`src/rtl/nn_ctrl_pkg.sv`:
```
// nn_ctrl_pkg: shared state encoding and default sizing for the inference control stage
package nn_ctrl_pkg;
  typedef enum logic [1:0] {COLLECT, LAUNCH, WAIT, HOLD} state_t;
  localparam int FEAT_W_DEF = 16;
  localparam int N_FEAT_DEF = 3;
  localparam int OUT_W_DEF = 16;
  localparam int TIMEOUT_DEF = 1023;
  function automatic int tmr_width(input int t);
    return $clog2(t + 1);
  endfunction
  localparam int TMR_W = tmr_width(TIMEOUT_DEF);
endpackage

```
`src/rtl/nn_wd_timer.sv`:
```
// nn_wd_timer: clearable watchdog counter, expired on the LIMIT-th enabled cycle
module nn_wd_timer #(
  parameter int LIMIT = 1023,
  parameter int W = $clog2(LIMIT + 1)
) (
  input  logic clk,
  input  logic rst_n,
  input  logic en_i,
  input  logic clr_i,
  output logic expired_o
);
  logic [W-1:0] cnt_q, cnt_d;
  always_comb cnt_d = clr_i ? '0 : en_i ? cnt_q + 1'b1 : cnt_q;
  always_ff @(posedge clk or negedge rst_n)
    if (!rst_n) cnt_q <= '0;
    else cnt_q <= cnt_d;
  assign expired_o = cnt_q == W'(LIMIT - 1);
endmodule

```
`src/rtl/nn_infer_ctrl.sv`:
```
// nn_infer_ctrl: packs feature words for the inference core, launches it and returns its result
module nn_infer_ctrl
  import nn_ctrl_pkg::*;
#(
  parameter int FEAT_W = FEAT_W_DEF,
  parameter int N_FEAT = N_FEAT_DEF,
  parameter int OUT_W = OUT_W_DEF,
  parameter int TIMEOUT = TIMEOUT_DEF
) (
  input  logic                     clk,
  input  logic                     rst_n,
  input  logic [FEAT_W-1:0]        s_feat_data,
  input  logic                     s_feat_valid,
  input  logic                     s_feat_last,
  output logic                     s_feat_ready,
  output logic                     core_start,
  output logic [FEAT_W*N_FEAT-1:0] core_input,
  output logic                     core_input_vld,
  input  logic [OUT_W-1:0]         core_out,
  input  logic                     core_out_vld,
  input  logic                     core_done,
  output logic [OUT_W-1:0]         m_res_data,
  output logic                     m_res_valid,
  input  logic                     m_res_ready,
  input  logic                     clr_err,
  output logic                     err_framing,
  output logic                     err_timeout,
  output logic                     busy
);
  localparam int IW = (N_FEAT > 1) ? $clog2(N_FEAT) : 1;
  localparam logic [IW-1:0] LAST_IDX = IW'(N_FEAT - 1);
  state_t state_q, state_d;
  logic [IW-1:0] idx_q, idx_d;
  logic [FEAT_W*N_FEAT-1:0] vec_q, vec_d;
  logic [OUT_W-1:0] res_q, res_d;
  logic seen_out_q, seen_out_d, seen_done_q, seen_done_d;
  logic ready_q, start_q, valid_q, busy_q, frm_q, to_q;
  logic accept, set_frm, set_to, tmr_en, tmr_clr, tmr_exp;
  nn_wd_timer #(.LIMIT(TIMEOUT), .W(tmr_width(TIMEOUT))) u_wd (
    .clk(clk), .rst_n(rst_n), .en_i(tmr_en), .clr_i(tmr_clr), .expired_o(tmr_exp)
  );
  always_comb begin
    state_d = state_q;
    idx_d = idx_q;
    vec_d = vec_q;
    res_d = res_q;
    seen_out_d = seen_out_q;
    seen_done_d = seen_done_q;
    accept = s_feat_valid & ready_q;
    set_frm = 1'b0;
    set_to = 1'b0;
    tmr_en = 1'b0;
    tmr_clr = 1'b0;
    case (state_q)
      COLLECT: if (accept) begin
        vec_d[idx_q*FEAT_W +: FEAT_W] = s_feat_data;
        idx_d = (idx_q == LAST_IDX || s_feat_last) ? '0 : idx_q + 1'b1;
        set_frm = (idx_q == LAST_IDX) ? ~s_feat_last : s_feat_last;
        state_d = (idx_q == LAST_IDX) ? LAUNCH : COLLECT;
      end
      LAUNCH: begin
        tmr_clr = 1'b1;
        seen_out_d = 1'b0;
        seen_done_d = 1'b0;
        state_d = WAIT;
      end
      WAIT: begin
        tmr_en = 1'b1;
        res_d = core_out_vld ? core_out : res_q;
        seen_out_d = seen_out_q | core_out_vld;
        seen_done_d = seen_done_q | core_done;
        set_to = ~(seen_out_d & seen_done_d) & tmr_exp;
        state_d = (seen_out_d & seen_done_d) ? HOLD : tmr_exp ? COLLECT : WAIT;
      end
      HOLD: state_d = m_res_ready ? COLLECT : HOLD;
      default: state_d = COLLECT;
    endcase
  end
  // Strobes are registered from next state so every output is a flop
  always_ff @(posedge clk or negedge rst_n)
    if (!rst_n) begin
      state_q <= COLLECT;
      idx_q <= '0;
      vec_q <= '0;
      res_q <= '0;
      seen_out_q <= 1'b0;
      seen_done_q <= 1'b0;
      ready_q <= 1'b0;
      start_q <= 1'b0;
      valid_q <= 1'b0;
      busy_q <= 1'b0;
      frm_q <= 1'b0;
      to_q <= 1'b0;
    end else begin
      state_q <= state_d;
      idx_q <= idx_d;
      vec_q <= vec_d;
      res_q <= res_d;
      seen_out_q <= seen_out_d;
      seen_done_q <= seen_done_d;
      ready_q <= state_d == COLLECT;
      start_q <= state_d == LAUNCH;
      valid_q <= state_d == HOLD;
      busy_q <= state_d != COLLECT;
      frm_q <= set_frm | (frm_q & ~clr_err);
      to_q <= set_to | (to_q & ~clr_err);
    end
  assign s_feat_ready = ready_q;
  assign core_start = start_q;
  assign core_input_vld = start_q;
  assign core_input = vec_q;
  assign m_res_data = res_q;
  assign m_res_valid = valid_q;
  assign err_framing = frm_q;
  assign err_timeout = to_q;
  assign busy = busy_q;
endmodule
```
`config.mk`:
```
export PLATFORM = sky130hd
export DESIGN_NAME = nn_infer_ctrl
export DESIGN_NICKNAME = d
export VERILOG_FILES = /design/src/rtl/nn_ctrl_pkg.sv /design/src/rtl/nn_wd_timer.sv /design/src/rtl/nn_infer_ctrl.sv
export SDC_FILE = /design/constraint.sdc
export NUM_CORES = 1
export LEC_CHECK = 0
export CORE_MARGIN = 2
export CORE_UTILIZATION = 47
export DETAILED_ROUTE_END_ITERATION = 6
export GPL_ROUTABILITY_DRIVEN = 0
export GPL_TIMING_DRIVEN = 1
export PLACE_DENSITY = 0.8
export RECOVER_POWER = 25
export SYNTH_ARGS = -nofsm -noshare
export SYNTH_HDL_FRONTEND = slang
export SYNTH_SLANG_ARGS = --single-unit
```
`constraint.sdc`:
```
create_clock -name clk -period 1.9 [get_ports clk]
set_input_delay 0.57 -clock clk [delete_from_list [all_inputs] [get_ports clk]]
set_output_delay 0.57 -clock clk [all_outputs]
set_load 0.05 [all_outputs]
```
### Yosys cells after proc, flatten, opt, wreduce, memory -nomap -nowiden

Cells that the tools add are included.
W data, S select, Z words.

* add/sub/neg operators: 3
* equal/unequal tests: 7
* shift operators: 2
* multiplexer cells: 18
* bitwise gates (word level): 12
* reductions and logical operators: 8

Operator list (number)
* $bwmux W48: 1
* $shift A16 B34 Y48 const A: 1
* $shiftx A16 B34 Y48: 1
* $neg A6 Y34: 1
* $mux W10: 2
* $add A10 B1 Y10 const B: 1
* $eq A10 B10 Y1 const B: 1
* $mux W2: 5
* $eq A2 B2 Y1 const B: 4
* $pmux W2 S4: 1
* $mux W1: 7
* $reduce_bool A2 Y1: 3
* $and A1 B1 Y1: 5
* $eq A2 B1 Y1 const B: 2
* $logic_not A2 Y1: 2
* $or A1 B1 Y1: 4
* $pmux W1 S2: 2
* $reduce_and A2 Y1: 2
* $not A1 Y1: 3
* $add A2 B1 Y2 const B: 1
* $logic_or A1 B1 Y1: 1

* flip-flop bits (word level): 86
* input bits: 40
* output and inout bits: 71

### Longest topological paths before layout

* depth after elaboration: 6
* gate-level depth with buffers: 8
* depth with buffers taken out: 6

### Cells and area by module

A second synthesis with hierarchy kept.

* cell total of the unflattened synthesis: 331
* area total of the unflattened synthesis: 3673.5 µm²

Modules (own cells, without submodules)
* nn_infer_ctrl: instances 1, cells an instance 278, area an instance 3145.5 µm², sequential area each 1901.8 µm²
* nn_wd_timer: instances 1, cells an instance 53, area an instance 528.0 µm², sequential area each 250.2 µm²

### Least setup slack after synthesis

Ideal clock, no wire load.

* path kind: reg-to-reg
* from: register idx_q[0]
* to: register vec_q[10], in the netlist core_input[10]
* library setup time: 0.083 ns
* arrival time: 1.604 ns
* required time: 1.817 ns
* setup slack: 0.213 ns
* cell stages (with the launch flop): 7
* path buffers: 1
* clock period less this slack: 1.687 ns
* cell sequence: dfrtp_1 > inv_1 > ha_1 > nor3b_2 > buf_2 > nand2_1 > o21ai_0

* cells in the longest elaborated chain, start to end: 3
* elaborated cells on any way between the ends: 4

RTL lines
* start, declared: line nn_infer_ctrl.sv:33 `logic [IW-1:0] idx_q, idx_d;`
* start signal, assigned: line nn_infer_ctrl.sv:96 `idx_q <= idx_d;`
* $neg A6 Y34 (*): line nn_infer_ctrl.sv:56 `vec_d[idx_q*FEAT_W +: FEAT_W] = s_feat_data;`
* $shiftx A16 B34 Y48 / $shift A16 B34 Y48 (equally long branches): line nn_infer_ctrl.sv:56
* $bwmux W48 (*): line nn_infer_ctrl.sv:56
* end signal, assigned: line nn_infer_ctrl.sv:97 `vec_q <= vec_d;`
* end, declared: line nn_infer_ctrl.sv:34 `logic [FEAT_W*N_FEAT-1:0] vec_q, vec_d;`

Mark *: on every way between the ends. The rest lies on a longest branch, timed or not.
A chain may end at the register's enable or synchronous reset.

### Final worst setup path

* from: input core_out_vld
* to: register busy_q, in the netlist busy

* cells in the longest elaborated chain, start to end: 5

RTL lines
* start, declared: line nn_infer_ctrl.sv:20 `input logic core_out_vld,`
* $or A1 B1 Y1: line nn_infer_ctrl.sv:70 `seen_out_d = seen_out_q | core_out_vld;`
* $and A1 B1 Y1: line nn_infer_ctrl.sv:73 `state_d = (seen_out_d & seen_done_d) ? HOLD : tmr_exp ? COLLECT : WAIT;`
* $mux W2: line nn_infer_ctrl.sv:73
* $pmux W2 S4: line nn_infer_ctrl.sv:54 `case (state_q)`
* via state_d[1]: line nn_infer_ctrl.sv:32 `state_t state_q, state_d;`
* $reduce_bool A2 Y1: line nn_infer_ctrl.sv:104 `busy_q <= state_d != COLLECT;`
* end signal, assigned: line nn_infer_ctrl.sv:91 `busy_q <= 1'b0;`
* end signal, assigned: line nn_infer_ctrl.sv:104
* end, declared: line nn_infer_ctrl.sv:37 `logic ready_q, start_q, valid_q, busy_q, frm_q, to_q;`

The timed path passes the listed nets, and every way through them passes these cells.

==> out/results.txt <==
Die height = 92.2 microns
Number of buffers inserted by port buffering = 110
Cell types with the largest area share after synthesis = dfrtp_1 59%, nand2_1 11%, o21ai_0 7.3%
Detailed-route wire length = 8090 microns
Async set-or-reset flop fraction in the synthesized netlist = 100%
Max-capacitance violation count = 0
Sequential share of the synthesized area = 58.8%
Core Rows = 32
Post-route antenna net violation count = 0
Required @ worst endpoint = 2130 ps
Buffer type at the clock tree root = clkbuf_8
Cell at the slowest stage of the critical path = clkdlybuf4s50_1
Diode insertion count for antenna repair = 0
Core area = 0.00765 sq mm
Global-route wire length before repair = 13500 microns
Htree depth = 3
Worst endpoint data arrival time = 2000 ps
Vias post-DR = 2914
Most used flip-flop cell after synthesis = dfrtp_1
Count of pins on the block boundary = 111
Detailed-routing iteration count for the pre-antenna-repair pass = 4
Clock buffer count from CTS = 9
Via count normalized by instance count = 4.97
Aggregate global-route resource usage = 20.2%
Rel. slew slack = 11.6%
Total die area = 0.00850 sq mm
Setup WS pre-CTS = -215 ps
Synth Register Bits = 86
Count of flip-flops with a built-in enable after synthesis = 0
Synth Net Count = 413
Unrepaired setup endpoints after global routing = false
Final Hold Viols = 0
Min-delay worst type = input port to async pin
Initial DRC count = 122
Clock-pin slew on the worst setup and hold paths = 90 ps
Horizontal die dimension = 92.2 microns
Area overhead of the layout relative to synthesis = 36.5%
TritonCTS clock tree = built
Peak fanout along the critical path = 5
Synthesized cell area = 0.00366 sq mm
Util after Layout = 65.3%
Clock period minus final worst setup slack = 1770 ps
Cells after synthesis = 361
Setup violations, final = 0
Share of layout cells above drive strength 1 = 25.0%
Overall Power = 0.00840 W
GRT overflow = 0
IR Drop Worst-Case VDD = 0.861 mV
Clock Latency Late Sink = 350 ps
Class of the most critical setup path = input port to register
Most frequent cell after synthesis = nand2_1
Cell type contributing the most total cell area after synthesis = dfrtp_1
Average wire per standard cell = 13.8 microns
Category of the worst setup path launch point = input port
Total Nets Final = 531
TritonCTS sink count = 86
Crit path capture type = register
Post-synth top area share = 58.8%
Number of buffers inserted by post-CTS setup repair = 0
Number of DRC violations after detailed routing = 0
Achievable Freq = 566 MHz
Internal reg-to-reg setup slack = 200 ps
Maximum number of pins on one net before global-route repair = 33
Leakage component of the power = 2.32 nW
Via count of the first global-routing pass = 2851
Starting density of the core = 47.8%
Cell variety after synth = 34
Detailed placement HPWL = 6100 microns
Slew at the pin with the worst max-slew slack = 1330 ps
Delay of the slowest critical-path stage = 430 ps
Buffer levels on the longest clock path = 2
Final period utilization = 93.0%
Yosys warnings = 0
Minimum setup slack in the final design = 133 ps
Synthesized area per cell = 10.1 sq um
Power density normalized to cell area = 1680 mW/mm^2
Fin Clk Skew = 11.3 ps
List of most frequent post-synthesis cells = 110 x nand2_1, 86 x dfrtp_1, 53 x o21ai_0
Pins over their slew limit = 0
Status = completed
Cells along the critical path = clkdlybuf4s50_1 > o22a_1 > o41ai_2 > a22oi_2 > or2_1
Worst hold slack after final layout = 485 ps
Antenna violations before repair = 0
[what timing repair did]
item | 4_1_cts | 5_1_grt
gates resized for setup | 0 | 1
hold buffers | 0 | 0
endpoints found under the setup margin | 0 | 2
[cells by family after synthesis]
logic type	share of synthesized area, %
AOI/OAI and AO/OA	10.5
buffers and inverters	3.22
adders and majority gates	4.11
DFF	58.8
xor gates and xnor gates	0.958
muxes	5.47
and+or+nand+nor	16.9
[cells in the final DEF, fill, tap and decap left out, drive strengths merged, types with 2 or more instances in the layout]
master / count
clkinvlp: 4
xor2: 2
ha: 12
nor2b: 2
and3: 2
and2: 2
o31ai: 3
nand4: 2
buf: 85
clkdlybuf4s50: 38
dfrtp: 86
inv: 11
xnor2: 2
nor3b: 3
nor3: 3
a31oi: 2
o21ai: 57
nand2: 110
mux2: 16
nand3: 6
clkbuf: 11
a21oi: 4
nor2: 8
mux2i: 2
[where the power goes]
group	total (W)	switching (W)	internal (W)	leakage (nW)
combinational	0.00435	0.00290	0.00145	1.09
clock	0.00128	0.000662	0.000617	0.0867
sequential	0.00278	0.000367	0.00241	1.14
[final timing paths]
check                         startpoint              to  cells past startpoint
min in group clk           core_input[4]   core_input[4]                      2
setup reg to reg              state_q[0]   core_input[6]                      6
setup / recovery            core_out_vld            busy                      5
hold / removal                     rst_n   m_res_data[9]                      1
hold reg to reg            core_input[4]   core_input[4]                      2
max in group asynchronous          rst_n  core_input[43]                      2
[registers in the layout, summed over array words and instances, names as in the netlist]
register / flops
busy: 1
core_input: 48
core_input_vld: 1
err_framing: 1
err_timeout: 1
idx_q: 2
m_res_data: 16
m_res_valid: 1
s_feat_ready: 1
seen_done_q: 1
seen_out_q: 1
state_q: 2
u_wd.cnt_q: 10
[layout make-up]
type / instances / area (sq um)
Fill cell: 622 / 2660
Sequential cell: 86 / 2150
Multi-Input combinational cell: 248 / 1390
Timing Repair Buffer: 124 / 1090
Clock buffer: 10 / 128
Tap cell: 102 / 128
Clock inverter: 6 / 71.3
Inverter: 10 / 37.5
[routing by layer]
layer  global-route usage [%]  share of wire, %  vias to the layer above
li1                         -                 -                     1430
met5                        0                 0                        -
met2                     33.1                48                       80
met3                     4.19               6.2                       13
met4                     7.21               1.7                        0
met1                     26.8                44                     1391
[per-stage QoR]
stage / instance area (sq um) / std cells / setup TNS [ps]
2_1_floorplan: 3660 / 361 / 0
4_1_cts: 4990 / 586 / 0
6_report: 4990 / 586 / 0
3_3_place_gp: 4790 / 570 / -574
5_1_grt: 4990 / 586 / 0
3_5_place_dp: 4790 / 570 / -1620
[worst max-delay path, delay by kind of cell]
family                 cells  cell delay [ps]
AO/OA/AOI/OAI              3              750
AND/OR/NAND/NOR            1              240
buffers and inverters      1              430
Power figures use the tool's default switching activity.
